## config.mk

```make
export PLATFORM = sky130hd
export DESIGN_NAME = vga_layer_mixer
export DESIGN_NICKNAME = d
export VERILOG_FILES = /design/src/rtl/vga_pkg.sv /design/src/rtl/vga_blink_timer.sv /design/src/rtl/vga_layer_mixer.sv
export SDC_FILE = /design/constraint.sdc
export NUM_CORES = 1
export LEC_CHECK = 0
export CORE_MARGIN = 5
export CORE_UTILIZATION = 45
export DETAILED_ROUTE_END_ITERATION = 8
export PLACE_DENSITY_LB_ADDON = 0.1
export SLEW_MARGIN = 10
export SYNTH_ARGS = -nofsm -noshare
export SYNTH_HDL_FRONTEND = slang
export SYNTH_SLANG_ARGS = --single-unit
```

## constraint.sdc

```tcl
create_clock -name clk -period 1.5 [get_ports clk]
set_input_delay 0.3 -clock clk [delete_from_list [all_inputs] [get_ports clk]]
set_output_delay 0.3 -clock clk [all_outputs]
set_load 0.05 [all_outputs]
```

## src/rtl/vga_pkg.sv

```systemverilog
`default_nettype none
// ============================================================================
//  Module      : vga_pkg
//  Description : Constants shared by the VGA display pipeline. These are the
//                pixel colour width, the blanking colour and the priority
//                index of each display layer (0 = drawn on top).
//  Revision    : 1.0  initial release
// ============================================================================
package vga_pkg;

   localparam int COLOR_W = 12;

   localparam logic [COLOR_W-1:0] RGB_BLACK = 12'h000;

   // Layer priority slots; a lower index is drawn above a higher one.
   localparam int LAYER_RING  = 0;
   localparam int LAYER_HOUR  = 1;
   localparam int LAYER_DATE  = 2;
   localparam int LAYER_TIMER = 3;
   localparam int LAYER_TEXT  = 4;
   localparam int LAYER_SIMB  = 5;
   localparam int LAYER_IMG   = 6;
   localparam int LAYER_ANIM  = 7;

endpackage : vga_pkg
`default_nettype wire

```

## src/rtl/vga_blink_timer.sv

```systemverilog
`default_nettype none
// ============================================================================
//  Module      : vga_blink_timer
//  Description : Counts frame_start pulses and toggles the blink phase once
//                every BLINK_FRAMES frames.
//  Ports       : clk           system clock
//                reset         synchronous active-high reset
//                i_frame_start 1-clk pulse at the first pixel of a frame
//                o_blink_phase current blink phase (1 = blinking layers hidden)
//  Revision    : 1.0  initial release
// ============================================================================
module vga_blink_timer #(
   parameter int BLINK_FRAMES = 30
) (
   input  logic clk,
   input  logic reset,
   input  logic i_frame_start,
   output logic o_blink_phase
);

   // A width of at least one bit keeps BLINK_FRAMES = 1 legal; the counter
   // then sits at 0 and the phase toggles on every frame.
   localparam int CNT_W = (BLINK_FRAMES > 1) ? $clog2(BLINK_FRAMES) : 1;
   localparam logic [CNT_W-1:0] C_CNT_LAST = CNT_W'(BLINK_FRAMES - 1);

   logic [CNT_W-1:0] r_cnt;
   logic             r_phase;

   always_ff @(posedge clk) begin
      if (reset) begin
         r_cnt   <= '0;
         r_phase <= 1'b0;
      end else if (i_frame_start) begin
         if (r_cnt == C_CNT_LAST) begin
            r_cnt   <= '0;
            r_phase <= ~r_phase;
         end else begin
            r_cnt <= r_cnt + 1'b1;
         end
      end
   end

   assign o_blink_phase = r_phase;

endmodule : vga_blink_timer
`default_nettype wire

```

## src/rtl/vga_layer_mixer.sv

```systemverilog
`default_nettype none
// ============================================================================
//  Module      : vga_layer_mixer
//  Description : Fixed-priority merge of NUM_LAYERS pixel layers over a
//                background colour. It has per-layer enable and blink masks,
//                and both masks change only on frame boundaries. The datapath
//                is a 2-stage pipeline that advances on pixel_tick.
//  Ports       : clk, reset            clock, synchronous active-high reset
//                pixel_tick            pipeline advance enable
//                video_on              visible-area flag aligned with layers
//                frame_start           1-clk pulse at first pixel of a frame
//                layer_rgb/layer_valid per-layer colour and opacity
//                layer_en_in           requested enables (next frame)
//                blink_mask_in         requested blink mask (next frame)
//                bg_rgb                background colour
//                rgb, video_on_out     pixel to DAC and its aligned flag
//                active_layer          winning layer (NUM_LAYERS = background)
//                blink_phase           current blink phase
//  Revision    : 1.0  initial release
// ============================================================================
module vga_layer_mixer #(
   parameter  int NUM_LAYERS   = 8,
   parameter  int COLOR_W      = 12,
   parameter  int BLINK_FRAMES = 30,
   localparam int SEL_W        = $clog2(NUM_LAYERS + 1)
) (
   input  logic                          clk,
   input  logic                          reset,
   input  logic                          pixel_tick,
   input  logic                          video_on,
   input  logic                          frame_start,
   input  logic [NUM_LAYERS*COLOR_W-1:0] layer_rgb,
   input  logic [NUM_LAYERS-1:0]         layer_valid,
   input  logic [NUM_LAYERS-1:0]         layer_en_in,
   input  logic [NUM_LAYERS-1:0]         blink_mask_in,
   input  logic [COLOR_W-1:0]            bg_rgb,
   output logic [COLOR_W-1:0]            rgb,
   output logic                          video_on_out,
   output logic [SEL_W-1:0]              active_layer,
   output logic                          blink_phase
);

   import vga_pkg::*;

   localparam logic [COLOR_W-1:0] C_BLANK = COLOR_W'(RGB_BLACK);
   localparam logic [SEL_W-1:0]   C_BG_SEL = SEL_W'(NUM_LAYERS);

   // Lowest set index wins. The loop walks downward so that the last
   // assignment comes from the lowest index.
   function automatic logic [SEL_W-1:0] f_first_set(
      input logic [NUM_LAYERS-1:0] vec
   );
      logic [SEL_W-1:0] sel;
      sel = C_BG_SEL;
      for (int i = NUM_LAYERS - 1; i >= 0; i--) begin
         if (vec[i]) sel = SEL_W'(i);
      end
      return sel;
   endfunction

   // Shadow masks: loaded only on frame_start so a frame is never torn.
   logic [NUM_LAYERS-1:0]         r_en_sh;
   logic [NUM_LAYERS-1:0]         r_mask_sh;
   logic                          w_blink_phase;

   // Stage 1
   logic [NUM_LAYERS*COLOR_W-1:0] r_s1_rgb;
   logic [NUM_LAYERS-1:0]         r_s1_eff;
   logic                          r_s1_vid;
   logic [COLOR_W-1:0]            r_s1_bg;

   // Stage 2
   logic [COLOR_W-1:0]            r_rgb;
   logic                          r_vid;
   logic [SEL_W-1:0]              r_sel;

   logic [NUM_LAYERS-1:0]         w_eff;
   logic [SEL_W-1:0]              w_sel;
   logic [COLOR_W-1:0]            w_win_rgb;

   vga_blink_timer #(
      .BLINK_FRAMES (BLINK_FRAMES)
   ) u_blink (
      .clk           (clk),
      .reset         (reset),
      .i_frame_start (frame_start),
      .o_blink_phase (w_blink_phase)
   );

   always_ff @(posedge clk) begin
      if (reset) begin
         r_en_sh   <= '0;
         r_mask_sh <= '0;
      end else if (frame_start) begin
         r_en_sh   <= layer_en_in;
         r_mask_sh <= blink_mask_in;
      end
   end

   // Uses the current (pre-update) shadow and phase values, so a frame_start
   // that coincides with a pixel_tick takes effect from the next tick.
   assign w_eff = layer_valid & r_en_sh & ~(r_mask_sh & {NUM_LAYERS{w_blink_phase}});

   always_ff @(posedge clk) begin
      if (reset) begin
         r_s1_rgb <= '0;
         r_s1_eff <= '0;
         r_s1_vid <= 1'b0;
         r_s1_bg  <= '0;
      end else if (pixel_tick) begin
         r_s1_rgb <= layer_rgb;
         r_s1_eff <= w_eff;
         r_s1_vid <= video_on;
         r_s1_bg  <= bg_rgb;
      end
   end

   assign w_sel = f_first_set(r_s1_eff);

   // Colour mux built as a loop rather than by slicing with w_sel. This
   // avoids an out-of-range part-select when the background wins.
   always_comb begin
      w_win_rgb = r_s1_bg;
      for (int i = NUM_LAYERS - 1; i >= 0; i--) begin
         if (r_s1_eff[i]) w_win_rgb = r_s1_rgb[i*COLOR_W +: COLOR_W];
      end
   end

   always_ff @(posedge clk) begin
      if (reset) begin
         r_rgb <= C_BLANK;
         r_vid <= 1'b0;
         r_sel <= C_BG_SEL;
      end else if (pixel_tick) begin
         r_rgb <= r_s1_vid ? w_win_rgb : C_BLANK;
         r_vid <= r_s1_vid;
         r_sel <= w_sel;
      end
   end

   assign rgb          = r_rgb;
   assign video_on_out = r_vid;
   assign active_layer = r_sel;
   assign blink_phase  = w_blink_phase;

endmodule : vga_layer_mixer
`default_nettype wire

```

# Word level (Yosys, flattened, before mapping)
# Cells that the tools add are included.
totals:
  out_inout_bits: 18
  register_bits: 156
  romBits: 0
  latchBits: 0
  ram_bits: 0
  n_memories: 0
op_classes:
  div_mod_pow: 0
  n_addsub: 1
  bitwise_logic: 5
  magnitude_cmp: 0
  n_mul: 0
  shift: 0
  n_eq_ne: 1
  reduce_logical: 1
  muxes: 18
op_table:
  columns: ["operator", "n"]
  rows:
  - ["$mux 12", 9]
  - ["$mux 4", 8]
  - ["$and 8x8->8", 3]
  - ["$not 8->8", 1]
  - ["$add 5x1->5 const B", 1]
  - ["$eq 5x5->1 const B", 1]
  - ["$mux 5", 1]
  - ["$reduce_and 2->1", 1]
  - ["$not 1->1", 1]

# Logic depth before layout (Yosys ltp)
# Gate-level depths: netlist of the first run.
depth:
  depth_word: 9
  depth_mapped: 6
  mapped_depth_nobuf: 6

# By module
# From an unflattened synthesis of the first run, not the netlist that was laid out.
hier_totals:
  cells_unflattened: 718
  area_unflattened_um2: 6687.7
modules_own_cells:
  columns: ["mod", "cells_each", "instances", "area_per_inst_um2"]
  rows:
  - ["vga_layer_mixer", 690, 1, 6419.9]
  - ["vga_blink_timer", 28, 1, 267.8]

# Worst setup path after synthesis of the first run
# No wires, ideal clock.
synth_timing:
  path_type: "flip-flop to flip-flop"
  from: "register r_s1_eff[4]"
  to: "register r_rgb[10], in the netlist rgb[10]"
  setup_ps: 128
  n_path_buf: 1
  path_slack_ps: 89
  stages_incl_launch_ff: 6
  t_arrival_ps: 1283
  path_cell_list: "dfxtp_1 buf_6 or3b_4 a2bb2oi_1 a311oi_1 o31ai_1"
synth_between:
  elab_chain_len: 6
synth_lines:
  columns: ["item", "line", "text"]
  rows:
  - ["start: declaration", "vga_layer_mixer.sv:68", "logic [NUM_LAYERS-1:0] r_s1_eff;"]
  - ["start signal: assignment", "vga_layer_mixer.sv:112", "r_s1_eff <= w_eff;"]
  - ["$mux 12 (5 in series)", "vga_layer_mixer.sv:125", "if (r_s1_eff[i]) w_win_rgb = r_s1_rgb[i*COLOR_W +: COLOR_W];"]
  - ["$mux 12", "vga_layer_mixer.sv:135", "r_rgb <= r_s1_vid ? w_win_rgb : C_BLANK;"]
  - ["end signal: assignment", "vga_layer_mixer.sv:135", null]
  - ["end: declaration", "vga_layer_mixer.sv:73", "logic [COLOR_W-1:0] r_rgb;"]
# Every way passes these cells.
# A chain may end at the register's enable or synchronous reset.

# Final worst setup path of the first run
layout_timing:
  from: "register r_s1_eff[5]"
  to: "register r_rgb[3], in the netlist rgb[3]"
layout_between:
  elab_chain_len: 7
layout_lines:
  columns: ["item", "line"]
  rows:
  - ["$mux 12 (6 in series)", "vga_layer_mixer.sv:125"]
  - ["$mux 12", "vga_layer_mixer.sv:135"]
# Every way passes these cells.

==> results of run 1 <==
## synth_stat cells (3+ instances only)
| master | count | area share, % |
|---|---|---|
| o21ai_0 | 4 | 0.30 |
| buf_1 | 3 | 0.17 |
| xor2_1 | 4 | 0.53 |
| inv_1 | 5 | 0.28 |
| buf_4 | 5 | 0.57 |
| nand4_1 | 11 | 1.0 |
| buf_2 | 23 | 1.7 |
| dfxtp_1 | 156 | 47 |
| a311oi_1 | 10 | 1.3 |
| clkbuf_1 | 26 | 1.5 |
| nor2b_1 | 19 | 1.8 |
| a21oi_1 | 35 | 2.6 |
| nand2_1 | 51 | 2.9 |
| nor3b_1 | 9 | 1.0 |
| o31ai_1 | 20 | 2.3 |
| nand3b_1 | 11 | 1.2 |
| nand2b_1 | 10 | 0.94 |
| nor2_1 | 148 | 8.4 |
| mux2i_1 | 138 | 21 |
| a2bb2oi_1 | 4 | 0.53 |
## stage by stage
step / worst slack, ps / power, mW / cell area (µm²) / hold WS, ps
floorplan: 89.06 / 5.187 / 6641 / 446.8
global placement: 25.33 / 5.815 / 8692 / 472.6
detailed placement: -45.93 / 5.848 / 8692 / 480.3
CTS: -31.77 / 9.803 / 9260 / 125.0
global route: -74.95 / 10.13 / 9388 / 147.3
finish: -39.10 / 9.763 / 9388 / 145.6
## layout make-up
cell class | instances | area (µm²)
Fill cell | 1193 | 5091
Multi-Input combinational cell | 494 | 3348
Sequential cell | 156 | 3127
Timing Repair Buffer | 193 | 2120
Clock buffer | 19 | 442.9
Tap cell | 184 | 230.2
Clock inverter | 13 | 101.3
Inverter | 5 | 18.77
## path summary, 6_finish.rpt
path	start	to	slack (ps)	depth (start not counted)
worst min register to register	r_s1_rgb[19]	r_s1_rgb[19]	490	2
worst max-delay path	r_s1_eff[5]	rgb[3]	-40	5
worst min-delay path	reset	active_layer[2]	150	2
worst max register to register	r_s1_eff[5]	rgb[3]	-40	5
## kinds of logic (layout without fill, tap and decap cells)
kind of cell	after synthesis	count (layout)	share of synthesized area, %
AO/OA/AOI/OAI	81	81	8.384
XOR/XNOR	5	5	0.6594
adder cells (fa/ha/maj)	2	2	0.3767
buffers and inverters	63	230	4.390
flip-flops	156	156	47.02
multiplexers	138	138	20.80
AND/OR/NAND/NOR	268	268	18.37
## flip-flops by register name, summed over array words and instances, names as in the netlist
name and cells:
u_blink.o_blink_phase 1, rgb 12, active_layer 4, r_s1_rgb 96, r_s1_vid 1, r_mask_sh 8
r_s1_bg 12, r_s1_eff 8, r_en_sh 8, video_on_out 1, u_blink.r_cnt 5
## power groups by stage
stage          clock network, mW  registers [mW]  logic (mW)
2_1_floorplan                  0            4.58       0.609
3_3_place_gp                   0            4.60        1.22
3_5_place_dp                   0            4.61        1.24
4_1_cts                     4.03            4.52        1.25
5_1_grt                     4.21            4.55        1.38
6_report                    3.97            4.53        1.27
## critical path, delay by kind of cell, from the launching register on
kind	cells	cell delay [ps]
AOI/OAI and AO/OA	3	530
and+or+nand+nor	1	410
buffers and inverters	1	130
DFF	1	340
## layer usage
layer	GRT usage, %	vias to the layer above	wire (µm)
met2	34.34	165	8932
met4	6.400	0	299
li1	-	2755	-
met1	29.32	2625	8882
met5	0	-	0
met3	5.428	21	941
## what timing repair did
| action | in CTS | in global routing |
|---|---|---|
| setup endpoints to repair | 10 | 13 |
| pin swaps | 3 | 10 |
| setup buffers | 1 | 0 |
| resized for setup | 5 | 27 |
| hold buffers | 0 | 0 |
==> flow_summary.toml, run 1 <==
[cells_and_area]
drive_gt1_share_pct = 13.75
fin_util_pct = 64.84
nets = 1006
fin_cells = 1064
antennaDiodeCount = 0
layout_common_cells = "153 x dfxtp_1, 148 x nor2_1, 137 x mux2i_1"
area_growth_pct = 41.35
final_common_cell = "dfxtp_1"

[routing]
vias_per_cell = 5.231
drt_iter0_markers = 408
finalWirelength_um = 19060
firstDrtPassIters = 5
drc = 0
post_drt_wl_per_cell_um = 17.91
ant_nets = 0
vias = 5566

[synth]
netlist_area_mm2 = 0.006641
seq_area_frac_synth_pct = 47.02
async_flop_share_pct = 0
syn_inst = 713
ys_warn_count = 0
ys_ff_latch = 156
synth_ff_type = "dfxtp_1"
syn_avg_cell_area_um2 = 9.315
yosysUniqueCellTypes = 37
synth_edf_count = 0
syn_nets = 852

[placed_design]
port_buffers = 154
dpl.hpwl_um = 14310
dp_cells = 1031
gp_congestion = 0.8353

[floorplan]
core-area_mm2 = 0.01448
start_util_pct = 45.87
die_w_um = 131.5
ios = 155
die_area_mm2 = 0.01729
die_h_um = 131.5
row_count = 44

[critical_path]
cp-end-kind = "register"
worstPathCellList = "buf_6 > or3b_4 > a2bb2oi_1 > a221oi_2 > o31ai_1"
cp_slowest_stage_delay_ps = 410
critPathLaunchType = "register"
cp_slowest_cell = "or3b_4"
crit_required_ps = 1800
crit_arrival_ps = 1840
path_class = "register to register"
cp_max_fo = 4

[sta]
rsz0062_at_grt = "true"
worstMarginPinSlew_ps = 516.3
timing.fmax_mhz = 649.7
slew_violations = 0
setup_tns_ps = -56.39
fin_skew_ps = 3.736
timing.final.crit_period_ps = 1539
setup_viol = 2
worst_slew_margin_rel_pct = 65.47
fin_ws_ps = -39.10
period_share_pct = 102.6
hold_viol = 0

[grt]
grt_first_pass_wirelength_um = 30060
grt_antenna_before_repair = 0
track_usage_pct = 21.66
grt_max_degree = 46
grt_pass1_vias = 5553
grt.overflow.total = 0

[pwr]
switchingPower_mw = 2.369
p_comb_share_pct = 13.0
ir_drop_uv = 824.9
switching_share_pct = 24.27
power.leakage_nw = 3.926
power.internal_mw = 7.394
power_density_mw_per_mm2 = 1040
power_frac_seq_pct = 46.4
clkPwrFrac_pct = 40.6

[cts]
ctsHtreeMaxLevel = 4
cts.clk_slew.worst_paths_ps = 60
cts.path.max_buffers = 2
cts_tree = "yes"
cts.sinks = 156
cts_buffers = 17
clock_latency_ps = 430
clock-root-buffer = "clkbuf_16"

[worst_hold_path]
hp-class = "input pin to register"

[outcome]
outcome = "finished with violations"
violations = "negative setup slack"

[run]
max_cap_violations = 0
No activity file was read; power rests on OpenSTA's default activity.
==> run 2, diff against run 1 <==
--- a/config.mk
+++ b/config.mk
@@ -5,10 +5,12 @@
 export SDC_FILE = /design/constraint.sdc
 export NUM_CORES = 1
 export LEC_CHECK = 0
+export ABC_AREA = 1
+export CAP_MARGIN = 0
 export CORE_MARGIN = 5
 export CORE_UTILIZATION = 45
 export DETAILED_ROUTE_END_ITERATION = 8
-export PLACE_DENSITY_LB_ADDON = 0.1
+export PLACE_DENSITY = 0.76
 export SLEW_MARGIN = 10
 export SYNTH_ARGS = -nofsm -noshare
 export SYNTH_HDL_FRONTEND = slang
==> run 2 against run 1 <==
  * The run now ends clean
  * Cell count up 21%
  * Synthesized cell count up 31%
  * Flip-flop and latch count unchanged
  * Final area up 0.27%
  * Wire length up 4.1%
  * Register-to-register slack better by 50 ps
  * Sequential power up 0.9%
  * Sequential share of layout area about the same
  * Worst setup slack better by 55 ps
  * Combinational power up 33%
  * Critical path type unchanged
  * Critical endpoint unchanged
  * Highest routed layer is now met5
==> flow_summary.toml, run 2 <==
[outcome]
outcome = "finished, final reports clean"

[synth]
synth_ff_type = "dfxtp_1"
synth_top_area_share_pct = 46.56
synth_edf_count = 0
yosysMostFrequentCell = "nor2_1"
yosysTopAreaCell = "dfxtp_1"
ys_ff_latch = 156
ys_warn_count = 0
seq_area_frac_synth_pct = 46.56
async_flop_share_pct = 0
syn_avg_cell_area_um2 = 7.182
yosys-top-cells-area = "dfxtp_1 47%, nor2_1 13%, o21ai_0 11%, nand2_1 8.4%, a21oi_1 4.6%"
syn_nets = 1073
syn_inst = 934
synth_common_cells = "224 x nor2_1, 156 x dfxtp_1, 151 x nand2_1"
yosysUniqueCellTypes = 29
netlist_area_mm2 = 0.006708

[cells_and_area]
multiInputGateArea_mm2 = 0.002942
fin_util_pct = 64.52
nets = 1229
fin_cells = 1286
final_cell_area_mm2 = 0.009413
largest_reg_flops = 96
largest-register = "r_s1_rgb"
antennaDiodeCount = 0
drive_gt1_share_pct = 11.25
area_growth_pct = 40.33
layout_common_cells = "223 x nor2_1, 152 x dfxtp_1, 148 x nand2_1"
final_common_cell = "nor2_1"
fill_cells = 1218
regArea_mm2 = 0.003131

[placed_design]
gp_congestion = 0.8559
dpl.hpwl_um = 14030
port_buffers = 154
placed_area_mm2 = 0.008695
dp_cells = 1248

[routing]
ant_nets = 0
vias_per_cell = 5.074
drt_iter0_markers = 387
post_drt_wl_per_cell_um = 15.42
vias = 6525
finalWirelength_um = 19830
drc = 0
firstDrtPassIters = 5

[critical_path]
r2r_cells = 10
path_class = "register to register"
crit_arrival_ps = 1840
cp_max_fo = 5
critPathLaunchType = "register"
cp-end-kind = "register"
crit_required_ps = 1860

[worst_hold_path]
hp-class = "input pin to register"
min_path_cells = 3

[cts]
cts_buffers = 17
cts.path.max_buffers = 2
cts.sinks = 156
clock-root-buffer = "clkbuf_16"
clock_latency_ps = 420
hold_buffers = 0
cts.clk_slew.worst_paths_ps = 60
ctsHtreeMaxLevel = 4
cts_tree = "yes"

[floorplan]
die_w_um = 132.1
start_util_pct = 45.98
die_area_mm2 = 0.01745
ios = 155
die_h_um = 132.1
core-area_mm2 = 0.01459
row_count = 44

[sta]
timing.final.crit_period_ps = 1485
worstMarginPinSlew_ps = 436.8
slew_violations = 0
setup_viol = 0
timing.fmax_mhz = 673.6
period_share_pct = 98.97
hold_viol = 0
worst_slew_margin_rel_pct = 70.81
fin_skew_ps = 6.958

[run]
max_cap_violations = 0

[pwr]
power_density_mw_per_mm2 = 1151
ir_drop_uv = 882.3
power_mw = 10.83
power.leakage_nw = 3.963

[grt]
grt.overflow.total = 0
grt_max_degree = 80
track_usage_pct = 22.41
grt_antenna_before_repair = 1
grt_first_pass_wirelength_um = 31940
grt_pass1_vias = 6358
run 2: area by class of cell:
type / count / area share [%]
timing repair buffer: 202 / 24.01
sequential: 156 / 33.26
inverter: 59 / 2.379
clock buffer: 24 / 5.224
multi-input combinational: 654 / 31.25
tap: 184 / 2.446
clock inverter: 7 / 1.436
run 2: path summary, 6_finish.rpt:
kind	startpoint	end	slack, ps
min reg2reg	r_s1_rgb[47]	r_s1_rgb[47]	460
max reg2reg	r_s1_eff[6]	rgb[3]	20
max	r_s1_eff[6]	rgb[3]	20
min	pixel_tick	active_layer[0]	230
run 2: timing repair:
item | in CTS | in global routing
pin swaps | 0 | 4
resized for setup | 1 | 22
cloned | 0 | 2
endpoints found under the setup margin | 1 | 12
setup buffers | 0 | 5
run 2: where the power goes:
part | switching (mW) | leakage (nW) | internal, mW
Clock | 1.62 | 0.310 | 2.95
Sequential | 0.156 | 1.29 | 4.42
Combinational | 0.867 | 2.36 | 0.821
run 2: per-layer routing:
layer	vias to the layer above	share of wire (%)	track usage [%]
met1	2960	45	30.27
li1	3317	-	-
met4	2	2.3	8.000
met5	-	0.081	0
met3	32	6.8	6.069
met2	214	45	34.56
run 2: logic make-up (layout without fill, tap and decap cells):
kind of cell,count (synthesis),count (layout),synth area share [%]
buffers and inverters,125,292,10.05
and+or+nand+nor,409,410,23.73
xor gates and xnor gates,3,3,0.3918
DFF,156,156,46.56
adders and majority gates,2,2,0.3730
AOI/OAI and AO/OA,239,239,18.90
run 2: worst max-delay path, stage by stage, from the launching register on:
cell and delay (ps):
dfxtp_4 360, nor2_4 210, buf_4 150, nand2_1 60
nand3_1 140, nand2_1 100, nand2_1 100, nand2_1 60
nand2_1 80, nand2_1 70, a21oi_2 100
run 2: through the flow:
step / hold slack, ps / setup TNS (ps) / setup WS (ps)
final: 225.4 / 0 / 15.44
after global placement: 437.8 / 0 / 25.70
after global routing: 238.8 / -54.18 / -16.26
after detailed placement: 444.2 / 0 / 18.35
after floorplan: 378.5 / 0 / 211.2
after CTS: 206.9 / 0 / 2.187
==> run 3, diff against run 2 <==
--- a/config.mk
+++ b/config.mk
@@ -10,7 +10,7 @@
 export CORE_MARGIN = 5
 export CORE_UTILIZATION = 45
 export DETAILED_ROUTE_END_ITERATION = 8
-export PLACE_DENSITY = 0.76
+export PLACE_DENSITY_LB_ADDON = 0.15
 export SLEW_MARGIN = 10
 export SYNTH_ARGS = -nofsm -noshare
 export SYNTH_HDL_FRONTEND = slang
==> run 3 against run 2 <==
  * Wire length decreased by 2.7%
  * Global-route usage barely moved
  * Fmax grew 3.8%
  * Power increased by 1.6%
  * Worst setup slack improved by 54 ps
  * Combinational power hardly changed
  * Sequential power is essentially flat
  * Flip-flop and latch count unchanged
  * Clock-buffer cell count is 4 lower
  * Final area rose by 0.20%
  * Via count is 2.1% lower
  * Die area did not move
==> flow_summary.toml, run 3 (synthesized netlist as in run 2, its figures left out) <==
[floorplan]
start_util_pct = 45.98
die_w_um = 132.1
row_count = 44
die_h_um = 132.1
die_area_mm2 = 0.01745
core-area_mm2 = 0.01459
ios = 155

[cells_and_area]
largest_reg_flops = 96
layout_common_cells = "219 x nor2_1, 150 x dfxtp_1, 143 x nand2_1"
drive_gt1_share_pct = 12.20
largest-register = "r_s1_rgb"
fill_cells = 1304
final_common_cell = "nor2_1"
nets = 1224
antennaDiodeCount = 0
area_growth_pct = 40.61
fin_util_pct = 64.65

[worst_hold_path]
hp-class = "input pin to register"

[cts]
cts.clk_slew.worst_paths_ps = 60
ctsHtreeMaxLevel = 4
clock-root-buffer = "clkbuf_16"
cts.path.max_buffers = 2
clock_latency_ps = 430
cts_buffers = 17
cts_tree = "yes"
cts.sinks = 156
hold_buffers = 0

[routing]
drt_iter0_markers = 615
ant_nets = 0
vias_per_cell = 4.982
post_drt_wl_per_cell_um = 15.06
drc = 0
vias = 6387
finalWirelength_um = 19300
firstDrtPassIters = 5

[placed_design]
dpl.hpwl_um = 13910
gp_congestion = 0.8308
port_buffers = 154

[grt]
track_usage_pct = 22.41
grt_antenna_before_repair = 0
grt_first_pass_wirelength_um = 31740
grt.overflow.total = 0
grt_max_degree = 72
grt_pass1_vias = 6175

[sta]
rsz0062_at_grt = "true"
hold_viol = 0
slew_violations = 0
fin_skew_ps = 5.275
timing.fmax_mhz = 699.1
setup_tns_ps = 0
period_share_pct = 95.36
setup_viol = 0
timing.final.crit_period_ps = 1430
worstMarginPinSlew_ps = 451.1
worst_slew_margin_rel_pct = 69.85

[critical_path]
crit_required_ps = 1810
cp_max_fo = 6
cp-end-kind = "register"
path_class = "register to register"
critPathLaunchType = "register"
crit_arrival_ps = 1740

[outcome]
outcome = "finished, final reports clean"

[run]
max_cap_violations = 0

[pwr]
power_density_mw_per_mm2 = 1166
ir_drop_uv = 726.0
power.leakage_nw = 3.957
power_mw = 11.00
[run 3: where the power goes]
part	switching, mW	internal [mW]
clock	1.68	3.07
combinational	0.868	0.815
sequential	0.151	4.42
[run 3: final timing paths]
path | from | to | slack [ps] | cells after the start
hold / removal | pixel_tick | r_s1_eff[5] | 340 | 3
setup / recovery | r_s1_eff[5] | rgb[3] | 70 | 11
hold reg to reg | r_s1_rgb[1] | r_s1_rgb[1] | 450 | 2
setup reg to reg | r_s1_eff[5] | rgb[3] | 70 | 11
[run 3: final cells by class]
cell class / count / area [µm²] / area share [%]
sequential: 156 / 3136 / 33.24
clock buffer: 20 / 466.7 / 4.948
clock inverter: 12 / 191.4 / 2.030
inverter: 59 / 224.0 / 2.375
tap: 184 / 230.2 / 2.441
timing repair buffer: 198 / 2223 / 23.57
multi-input combinational: 653 / 2960 / 31.39
[run 3: timing repair]
item	4_1_cts	5_1_grt
resized for setup	2	36
endpoints found under the setup margin	2	12
pin swaps	0	11
cloned	0	1
endpoints found under the hold margin	0	0
buffers inserted	0	3
[run 3: routing by layer]
| metal | up-vias | share of wire (%) | track usage [%] | routed length (µm) |
|---|---|---|---|---|
| li1 | 3306 | - | - | - |
| met4 | 0 | 1.3 | 5.829 | 253 |
| met1 | 2886 | 46 | 30.92 | 8942 |
| met2 | 173 | 46 | 34.64 | 8879 |
| met5 | - | 0 | 0 | 0 |
| met3 | 22 | 6.4 | 6.336 | 1228 |
[run 3: critical path, cell delays in order, from the launching register on]
cell and delay [ps]:
dfxtp_4 370, buf_4 120, nand2_4 60, clkbuf_16 160
nor2_1 110, nor2_1 60, nand2_1 90, nand2_1 80
nand2_1 60, nand2_1 70, nand2_1 80, a21oi_2 50
[run 3: through the flow]
stage          instance area, µm²  cells  setup slack (ps)  hold WS [ps]
3_3_place_gp                 8655   1246             3.513         442.3
3_5_place_dp                 8655   1246             8.097         446.2
4_1_cts                      9316   1278            0.1728         343.4
2_1_floorplan                6708    934             211.2         378.5
5_1_grt                      9432   1282            -26.33         371.9
6_report                     9432   1282             69.65         344.4
